## config.mk

```make
export PLATFORM = sky130hd
export DESIGN_NAME = uart_tx_engine
export DESIGN_NICKNAME = d
export VERILOG_FILES = /design/src/rtl/uart_tx_engine.sv
export SDC_FILE = /design/constraint.sdc
export NUM_CORES = 1
export LEC_CHECK = 0
export CELL_PAD_IN_SITES_DETAIL_PLACEMENT = 0
export CELL_PAD_IN_SITES_GLOBAL_PLACEMENT = 1
export CORE_AREA = 2 2 90 92
export DETAILED_ROUTE_END_ITERATION = 7
export DIE_AREA = 0 0 92 94
export PLACE_DENSITY = 0.87
export SYNTH_ARGS = -nofsm -noshare
export SYNTH_HDL_FRONTEND = slang
export SYNTH_SLANG_ARGS = --single-unit
export TNS_END_PERCENT = 30
```

## constraint.sdc

```tcl
create_clock -name clk -period 4.7 [get_ports clk]
set_clock_uncertainty 0.15 [all_clocks]
set_input_delay 0.94 -clock clk [delete_from_list [all_inputs] [get_ports clk]]
set_output_delay 0.94 -clock clk [all_outputs]
set_load 0.005 [all_outputs]
```

## src/rtl/uart_tx_engine.sv

```systemverilog
// UART transmit engine: start bit, 5..DATA_W data bits LSB first, optional parity, 1/2 stop bits.
// Define UART_TX_HOLD_EN to add a one-word holding register for gapless back-to-back frames.
module uart_tx_engine #(
   parameter int DATA_W = 8,
   parameter int DIV_W  = 16
) (
   input  logic              clk,
   input  logic              rst,
   input  logic [DIV_W-1:0]  baud_div,
   input  logic [3:0]        data_len,
   input  logic              parity_en,
   input  logic              parity_odd,
   input  logic              two_stop,
   input  logic [DATA_W-1:0] tx_data,
   input  logic              tx_valid,
   output logic              tx_ready,
   output logic              tx,
   output logic              busy,
   output logic              frame_done
);

   localparam logic [3:0]       LP_MAX_LEN = 4'(DATA_W);
   localparam logic [DIV_W-1:0] LP_CNT_ONE = {{(DIV_W-1){1'b0}}, 1'b1};

   typedef enum logic [2:0] {
      ST_IDLE   = 3'd0,
      ST_START  = 3'd1,
      ST_DATA   = 3'd2,
      ST_PARITY = 3'd3,
      ST_STOP1  = 3'd4,
      ST_STOP2  = 3'd5
   } state_t;

   function automatic logic [3:0] f_eff_len(input logic [3:0] len);
      logic [3:0] l;
      if (len < 4'd5) begin
         l = 4'd5;
      end else if (len > LP_MAX_LEN) begin
         l = LP_MAX_LEN;
      end else begin
         l = len;
      end
      return l;
   endfunction

   // Parity over the first len bits only; starts at 1 for odd sense.
   function automatic logic f_parity(input logic [DATA_W-1:0] d, input logic [3:0] len,
                                     input logic odd);
      logic p;
      p = odd;
      for (int i = 0; i < DATA_W; i++) begin
         if (4'(i) < len) begin
            p = p ^ d[i];
         end else begin
            p = p;
         end
      end
      return p;
   endfunction

   state_t            r_state;
   logic [DIV_W-1:0]  r_cnt;
   logic [3:0]        r_bit_idx;
   logic [DATA_W-1:0] r_shift;
   logic [DIV_W-1:0]  r_div;
   logic [3:0]        r_len;
   logic              r_par_en;
   logic              r_par_bit;
   logic              r_two_stop;
   logic              r_tx;
   logic              r_busy;
   logic              r_frame_done;

   state_t            w_state_nxt;
   logic [DIV_W-1:0]  w_cnt_nxt;
   logic [3:0]        w_idx_nxt;
   logic [DATA_W-1:0] w_shift_nxt;
   logic              w_tx_nxt;
   logic              w_done_nxt;
   logic              w_tx_ready;
   logic              w_accept;
   logic              w_bit_end;
   logic              w_final_edge;
   logic              w_word_avail;
   logic              w_hold_avail;
   logic              w_hold_vld_nxt;
   logic              w_load;
   logic [DATA_W-1:0] w_src_data;
   logic [DIV_W-1:0]  w_src_div;
   logic [3:0]        w_src_len;
   logic              w_src_pen;
   logic              w_src_podd;
   logic              w_src_two;

`ifdef UART_TX_HOLD_EN
   logic              r_hold_vld;
   logic [DATA_W-1:0] r_hold_data;
   logic [DIV_W-1:0]  r_hold_div;
   logic [3:0]        r_hold_len;
   logic              r_hold_pen;
   logic              r_hold_podd;
   logic              r_hold_two;
   logic              w_hold_take;
   logic              w_hold_put;

   assign w_tx_ready     = ~rst & ~r_hold_vld;
   assign w_hold_avail   = r_hold_vld;
   assign w_hold_take    = w_load & r_hold_vld;
   // An accepted word parks in the holding register unless it starts a frame on this edge.
   assign w_hold_put     = w_accept & ~(w_load & ~r_hold_vld);
   assign w_hold_vld_nxt = w_hold_put | (r_hold_vld & ~w_hold_take);
   assign w_src_data     = r_hold_vld ? r_hold_data : tx_data;
   assign w_src_div      = r_hold_vld ? r_hold_div  : baud_div;
   assign w_src_len      = r_hold_vld ? r_hold_len  : data_len;
   assign w_src_pen      = r_hold_vld ? r_hold_pen  : parity_en;
   assign w_src_podd     = r_hold_vld ? r_hold_podd : parity_odd;
   assign w_src_two      = r_hold_vld ? r_hold_two  : two_stop;

   // Holding register: captures word and format on acceptance, empties when the shifter takes it
   always_ff @(posedge clk) begin
      if (rst) begin
         r_hold_vld  <= 1'b0;
         r_hold_data <= {DATA_W{1'b0}};
         r_hold_div  <= {DIV_W{1'b0}};
         r_hold_len  <= 4'd0;
         r_hold_pen  <= 1'b0;
         r_hold_podd <= 1'b0;
         r_hold_two  <= 1'b0;
      end else begin
         r_hold_vld <= w_hold_vld_nxt;
         if (w_hold_put) begin
            r_hold_data <= tx_data;
            r_hold_div  <= baud_div;
            r_hold_len  <= data_len;
            r_hold_pen  <= parity_en;
            r_hold_podd <= parity_odd;
            r_hold_two  <= two_stop;
         end
      end
   end
`else
   assign w_tx_ready     = ~rst & (r_state == ST_IDLE);
   assign w_hold_avail   = 1'b0;
   assign w_hold_vld_nxt = 1'b0;
   assign w_src_data     = tx_data;
   assign w_src_div      = baud_div;
   assign w_src_len      = data_len;
   assign w_src_pen      = parity_en;
   assign w_src_podd     = parity_odd;
   assign w_src_two      = two_stop;
`endif

   assign w_accept     = tx_valid & w_tx_ready;
   assign w_bit_end    = (r_cnt == {DIV_W{1'b0}});
   assign w_word_avail = w_accept | w_hold_avail;
   assign w_final_edge = w_bit_end & (((r_state == ST_STOP1) & ~r_two_stop) | (r_state == ST_STOP2));
   assign w_load       = w_word_avail & ((r_state == ST_IDLE) | w_final_edge);
   assign w_done_nxt   = (w_cnt_nxt == {DIV_W{1'b0}}) &
                         ((w_state_nxt == ST_STOP2) | ((w_state_nxt == ST_STOP1) & ~r_two_stop));

   // Next-state, bit timer, shifter and next line level
   always_comb begin
      w_state_nxt = r_state;
      w_cnt_nxt   = r_cnt;
      w_idx_nxt   = r_bit_idx;
      w_shift_nxt = r_shift;
      w_tx_nxt    = r_tx;
      if (w_load) begin
         w_state_nxt = ST_START;
         w_cnt_nxt   = w_src_div;
         w_idx_nxt   = 4'd0;
         w_shift_nxt = w_src_data;
         w_tx_nxt    = 1'b0;
      end else begin
         case (r_state)
            ST_IDLE: begin
               w_tx_nxt = 1'b1;
            end
            ST_START: begin
               if (w_bit_end) begin
                  w_state_nxt = ST_DATA;
                  w_cnt_nxt   = r_div;
                  w_idx_nxt   = 4'd0;
                  w_tx_nxt    = r_shift[0];
               end else begin
                  w_cnt_nxt = r_cnt - LP_CNT_ONE;
               end
            end
            ST_DATA: begin
               if (w_bit_end) begin
                  w_cnt_nxt = r_div;
                  if (r_bit_idx == (r_len - 4'd1)) begin
                     if (r_par_en) begin
                        w_state_nxt = ST_PARITY;
                        w_tx_nxt    = r_par_bit;
                     end else begin
                        w_state_nxt = ST_STOP1;
                        w_tx_nxt    = 1'b1;
                     end
                  end else begin
                     w_idx_nxt   = r_bit_idx + 4'd1;
                     w_shift_nxt = {1'b0, r_shift[DATA_W-1:1]};
                     w_tx_nxt    = r_shift[1];
                  end
               end else begin
                  w_cnt_nxt = r_cnt - LP_CNT_ONE;
               end
            end
            ST_PARITY: begin
               if (w_bit_end) begin
                  w_state_nxt = ST_STOP1;
                  w_cnt_nxt   = r_div;
                  w_tx_nxt    = 1'b1;
               end else begin
                  w_cnt_nxt = r_cnt - LP_CNT_ONE;
               end
            end
            ST_STOP1: begin
               if (w_bit_end) begin
                  w_state_nxt = r_two_stop ? ST_STOP2 : ST_IDLE;
                  w_cnt_nxt   = r_two_stop ? r_div : {DIV_W{1'b0}};
                  w_tx_nxt    = 1'b1;
               end else begin
                  w_cnt_nxt = r_cnt - LP_CNT_ONE;
               end
            end
            ST_STOP2: begin
               if (w_bit_end) begin
                  w_state_nxt = ST_IDLE;
                  w_tx_nxt    = 1'b1;
               end else begin
                  w_cnt_nxt = r_cnt - LP_CNT_ONE;
               end
            end
            default: begin
               w_state_nxt = ST_IDLE;
               w_cnt_nxt   = {DIV_W{1'b0}};
               w_tx_nxt    = 1'b1;
            end
         endcase
      end
   end

   // Frame state, latched frame format, line driver and status flags
   always_ff @(posedge clk) begin
      if (rst) begin
         r_state      <= ST_IDLE;
         r_cnt        <= {DIV_W{1'b0}};
         r_bit_idx    <= 4'd0;
         r_shift      <= {DATA_W{1'b0}};
         r_div        <= {DIV_W{1'b0}};
         r_len        <= 4'd0;
         r_par_en     <= 1'b0;
         r_par_bit    <= 1'b0;
         r_two_stop   <= 1'b0;
         r_tx         <= 1'b1;
         r_busy       <= 1'b0;
         r_frame_done <= 1'b0;
      end else begin
         r_state      <= w_state_nxt;
         r_cnt        <= w_cnt_nxt;
         r_bit_idx    <= w_idx_nxt;
         r_shift      <= w_shift_nxt;
         r_tx         <= w_tx_nxt;
         r_busy       <= (w_state_nxt != ST_IDLE) | w_hold_vld_nxt;
         r_frame_done <= w_done_nxt;
         if (w_load) begin
            r_div      <= w_src_div;
            r_len      <= f_eff_len(w_src_len);
            r_par_en   <= w_src_pen;
            r_par_bit  <= f_parity(w_src_data, f_eff_len(w_src_len), w_src_podd);
            r_two_stop <= w_src_two;
         end
      end
   end

   assign tx_ready   = w_tx_ready;
   assign tx         = r_tx;
   assign busy       = r_busy;
   assign frame_done = r_frame_done;

endmodule
```

==> impl_metrics.py, run 1 <==
metrics = {
    "synthesis": {
        "synth_fa_ha_area_share_pct": 1.11,
        "synth_area_sq_um": 3380,
        "ys_seq_elements": 57,
        "synth_top_area_share_pct": 33.8,
        "synth_enable_flop_cells": 0,
        "synthTopCellsByArea": "dfxtp_1 34%, nand2_1 7.7%, a21oi_1 5.5%",
        "synth_xor_area_share_pct": 5.44,
        "seq_area_frac_synth_pct": 33.8,
        "ys_warn_count": 0,
        "synth_top_cell_by_area": "dfxtp_1",
        "ys.flop_type": "dfxtp_1",
        "avgSynthCellArea_sq_um": 7.73,
        "synth_mux_area_share_pct": 2.41,
        "synthArstFlopShare_pct": 0,
        "synth_nets": 474,
        "synth-simple-area-share_pct": 27.7,
        "synth.distinct_cells": 70,
        "synth_compound_area_share_pct": 24.7,
        "synth_top_family_by_area": "simple AND/OR/NAND/NOR gates",
        "syn_inst": 437,
    },
    "route": {
        "wl_per_cell_um": 16.9,
        "drc": 0,
        "vias": 3344,
        "first_pass_iters": 5,
        "vias_per_cell": 5.87,
        "ant_nets": 0,
        "drt_iter0_markers": 351,
        "wirelength_um": 9660,
    },
    "status": {
        "outcome": "complete, no violations",
    },
    "clock_network": {
        "root_buffer": "clkbuf_8",
        "cts_tree": "done",
        "clock_latency_ps": 350,
        "cts_hold_buf": 0,
        "clk_pin_slew_ps": 70,
        "htreeDepth": 3,
        "cts_buffers": 9,
        "cts_buffer_depth": 2,
        "cts.sinks": 57,
        "post_cts_buffers": 0,
        "cts_resized": 0,
    },
    "final_layout": {
        "drive_gt1_share_pct": 7.91,
        "nNetsFinal": 501,
        "final_cell_mix": "69 x nand2_1, 57 x dfxtp_1, 38 x nor2_1",
        "multi_input_area_sq_um": 2080,
        "stdcell_count": 570,
        "layout_commonest_cell": "nand2_1",
        "antenna_cells": 0,
        "area_growth_syn_to_layout_pct": 17.1,
        "nFillCells": 749,
        "seq_area_sq_um": 1140,
    },
    "place": {
        "dp_cells": 555,
        "gp_congestion": 0.863,
        "place_hpwl_um": 6940,
        "dp_slack_ps": 701,
        "port_buffers": 37,
    },
    "die": {
        "row_count": 32,
        "die_height_um": 94,
        "initial_utilization_pct": 44.4,
        "core_area_sq_um": 7610,
        "dieArea_sq_um": 8650,
        "die_w_um": 92,
        "ioPinCount": 38,
    },
    "critical_path": {
        "regToRegSetupSlack_ps": 1300,
        "worstPathMaxFanout": 24,
        "crit_type": "in -> reg",
        "cp.required_ps": 4770,
        "crit_arrival_ps": 3740,
        "worst_setup_path_end_kind": "flip-flop",
        "startpoint_type": "input pin",
    },
    "hold_path": {
        "min_path_type": "reg -> reg",
    },
    "grt": {
        "grt_usage_pct": 23.8,
        "first_global_vias": 3182,
        "grt_first_pass_wirelength_um": 16000,
        "grt-ovfl-total": 0,
        "grt_max_degree": 25,
        "antenna_found_initial": 0,
    },
    "timing": {
        "hold_viol": 0,
        "fmax_mhz": 273,
        "final.period_utilization_pct": 78.0,
        "rsz0062_at_grt": "false",
        "slew_headroom_pct": 22.6,
        "setup_ws_ps": 1030,
        "fin_crit_ps": 3670,
        "maxSlewViolCount": 0,
        "tightest_slew_ps": 1150,
        "fin_setup_tns_ps": 0,
        "finalSetupViolCount": 0,
    },
    "power": {
        "ir_drop_mv": 0.406,
        "power.density_nw_per_um2": 651,
        "p_leak_nw": 1.47,
    },
    "flow_run": {
        "maxCapViolations": 0,
    },
}
==> path summary, 6_finish.rpt <==
path,from,cells after the start,end
max,rst,9,r_shift[6]
min,r_div[10],2,r_div[10]
max reg2reg,r_state[1],7,r_shift[6]
min reg2reg,r_div[10],2,r_div[10]
==> cells by family (layout without fill, tap and decap cells) <==
kind of cell / Yosys count / after routing
xor+xnor: 21 / 21
flops: 57 / 57
simple gates: 189 / 189
fa+ha+maj: 3 / 3
buf+inv: 37 / 68
mux: 8 / 8
compound gates: 122 / 122
==> routing by layer <==
layer | up-vias | global-route usage, % | routed length [um]
li1 | 1624 | - | -
met1 | 1570 | 31.9 | 4310
met2 | 126 | 36.8 | 4370
met3 | 24 | 6.26 | 741
met4 | 0 | 9.20 | 234
met5 | - | 0 | 0
==> report_power, final <==
group	leakage [nW]	switching (mW)	internal, mW
clock	0.0887	0.196	0.199
combinational	0.918	0.901	0.550
sequential	0.467	0.137	0.593
total	1.47	1.23	1.34
==> through the flow <==
stage / total power [mW] / util (%) / hold slack, ps / area (sq um)
floorplan: 1.81 / - / 272 / 3380
global placement: 2.14 / 49.9 / 284 / 3800
detailed placement: 2.15 / 49.9 / 287 / 3800
CTS: 2.55 / 52.0 / 296 / 3960
global route: 2.74 / 52.0 / 329 / 3960
finish: 2.58 / 52.0 / 292 / 3960
==> synth_stat cells (all sizes together) (3+ instances only) <==
cell,number
a21oi,38
o22ai,3
ha,3
a22o,6
nand3,17
o31ai,7
o22a,3
nand4,3
buf,9
and2,3
a22oi,6
nor2,41
and3,3
nand2b,4
nor3,18
a21o,3
a211oi,8
nand2,70
dfxtp,57
nor4,3
xnor2,14
o21ai,20
inv,10
clkbuf,18
mux2i,7
nor2b,5
or3,11
o311ai,3
xor2,7
==> layout make-up <==
class                           count  share of cell area, %
Sequential cell                    57                   28.8
Inverter                           10                  0.948
Multi-Input combinational cell    343                   52.4
Clock buffer                       11                   3.57
Tap cell                          102                   3.22
Clock inverter                      4                  0.506
Timing Repair Buffer               43                   10.5
==> worst max-delay path, stage by stage <==
cell	delay, ps
clkdlybuf4s50_1	450
buf_4	210
nand2b_1	450
nor2_2	220
buf_4	280
a41oi_1	880
a21oi_1	80
a21oi_1	160
nor2_1	50
==> registers in the layout, summed over array words and instances, names as in the netlist, 3 cells and up <==
| signal | cells |
|---|---|
| r_len | 4 |
| r_bit_idx | 4 |
| r_shift | 8 |
| r_div | 16 |
| r_state | 3 |
| r_cnt | 16 |
No activity file was read; power rests on OpenSTA's default activity.
==> run 2, diff against run 1 <==
--- a/config.mk
+++ b/config.mk
@@ -7,10 +7,10 @@
 export LEC_CHECK = 0
 export CELL_PAD_IN_SITES_DETAIL_PLACEMENT = 0
 export CELL_PAD_IN_SITES_GLOBAL_PLACEMENT = 1
-export CORE_AREA = 2 2 90 92
+export CORE_AREA = 2 2 98 100
 export DETAILED_ROUTE_END_ITERATION = 7
-export DIE_AREA = 0 0 92 94
-export PLACE_DENSITY = 0.87
+export DIE_AREA = 0 0 100 102
+export PLACE_DENSITY = 0.78
 export SYNTH_ARGS = -nofsm -noshare
 export SYNTH_HDL_FRONTEND = slang
 export SYNTH_SLANG_ARGS = --single-unit
==> constraint.sdc (replaced) <==
create_clock -name clk -period 3.3 [get_ports clk]
set_clock_uncertainty 0.15 [all_clocks]
set_input_delay 0.66 -clock clk [delete_from_list [all_inputs] [get_ports clk]]
set_output_delay 0.66 -clock clk [all_outputs]
set_load 0.005 [all_outputs]
==> run 2 against run 1 <==
Net effect: final area grew 4.8%; critical path depth shrank 6; global-route usage shrank 2.6 points; power grew 55%; register-to-register slack lost 900 ps; clock power grew 93%; critical path type is now reg -> out; largest cell class unchanged.
==> impl_metrics.py, run 2 (synthesis results as in run 1) <==
metrics = {
    "status": {
        "outcome": "complete, no violations",
    },
    "clock_network": {
        "cts_hold_buf": 0,
        "clk_pin_slew_ps": 70,
        "post_cts_buffers": 0,
        "clock_latency_ps": 350,
        "cts_resized": 0,
        "cts.sinks": 57,
        "root_buffer": "clkbuf_8",
        "cts_tree": "done",
        "htreeDepth": 3,
        "cts_buffer_depth": 2,
        "cts_buffers": 9,
    },
    "critical_path": {
        "worst_setup_path_end_kind": "output pin",
        "crit_arrival_ps": 2280,
        "cp.required_ps": 2490,
        "worstReg2RegStart": "r_cnt[0]",
        "crit_start": "r_state[2]",
        "worstPathMaxFanout": 19,
        "startpoint_type": "flip-flop",
        "crit_type": "reg -> out",
    },
    "place": {
        "gp_congestion": 0.948,
        "placed_area_sq_um": 3920,
        "dp_slack_ps": 357,
        "port_buffers": 37,
        "place_hpwl_um": 7270,
        "dp_cells": 579,
    },
    "timing": {
        "tightest_slew_ps": 601,
        "fin_crit_ps": 3090,
        "fmax_mhz": 324,
        "hold_viol": 0,
        "fin_setup_tns_ps": 0,
        "maxSlewViolCount": 0,
        "slew_headroom_pct": 59.9,
        "setup_ws_ps": 214,
        "final.period_utilization_pct": 93.5,
        "rsz0062_at_grt": "false",
        "finalSetupViolCount": 0,
    },
    "final_layout": {
        "fin_area_sq_um": 4150,
        "area_growth_syn_to_layout_pct": 22.8,
        "final_cell_mix": "69 x nand2_1, 57 x dfxtp_1, 38 x nor2_1",
        "finish.utilization_pct": 45.6,
        "stdcell_count": 595,
        "drive_gt1_share_pct": 11.2,
        "reg.largest.list": "r_cnt x16, r_div x16, r_shift x8",
        "antenna_cells": 0,
        "nNetsFinal": 516,
        "layout_commonest_cell": "nand2_1",
    },
    "grt": {
        "grt_first_pass_wirelength_um": 16900,
        "antenna_found_initial": 0,
        "grt_usage_pct": 21.3,
        "first_global_vias": 3345,
        "grt-ovfl-total": 0,
        "grt_max_degree": 32,
    },
    "route": {
        "wl_per_cell_um": 17.2,
        "drt_iter0_markers": 226,
        "drc": 0,
        "vias_per_cell": 5.70,
        "vias": 3393,
        "first_pass_iters": 5,
        "wirelength_um": 10200,
        "ant_nets": 0,
    },
    "power": {
        "p_leak_nw": 1.57,
        "power.density_nw_per_um2": 963,
        "ir_drop_mv": 0.417,
    },
    "die": {
        "dieArea_sq_um": 10200,
        "ioPinCount": 38,
        "core_area_sq_um": 9110,
        "die_height_um": 102,
        "die_w_um": 100,
        "initial_utilization_pct": 37.1,
        "row_count": 35,
    },
    "hold_path": {
        "min-delay-start": "r_div[5]",
        "min_path_type": "reg -> reg",
    },
    "flow_run": {
        "maxCapViolations": 0,
    },
}
-- run 2: final timing paths --
kind / slack [ps] / to / depth (start not counted)
min reg2reg: 300 / r_div[5] / 2
min: 300 / r_div[5] / 2
max reg2reg: 400 / frame_done / 10
max: 210 / tx_ready / 3
-- run 2: layout make-up --
cell class | instances | area, sq um
inverters | 10 | 37.5
multi-input cells | 343 | 2080
fillers | 937 | 4960
well taps | 111 | 139
clock buffers | 11 | 151
repair buffers | 58 | 528
flip-flops and latches | 57 | 1140
clock inverters | 5 | 77.6
-- run 2: stage by stage --
step | total power, mW | hold slack [ps]
6_report | 3.99 | 297
5_1_grt | 4.26 | 318
4_1_cts | 3.97 | 301
3_5_place_dp | 3.20 | 289
3_3_place_gp | 3.19 | 280
2_1_floorplan | 2.58 | 272
-- run 2: per-layer routing --
metal  share of wire, %  track usage, %  vias up
met5                  0               0        -
met4                2.4            9.17        0
met3                5.8            4.72       21
met2                 45            33.6      114
met1                 47            28.2     1604
li1                   -               -     1654
-- run 2: power breakdown --
group	internal [mW]	switching (mW)	total, mW
Clock	0.463	0.298	0.762
Combinational	0.886	1.32	2.21
Sequential	0.844	0.181	1.03
Total	2.19	1.80	3.99
-- run 2: worst max-delay path, cell delays in order, from the launching register on --
cell	delay (ps)
dfxtp_1	500
or3_1	690
nor2_1	220
clkdlybuf4s50_1	520
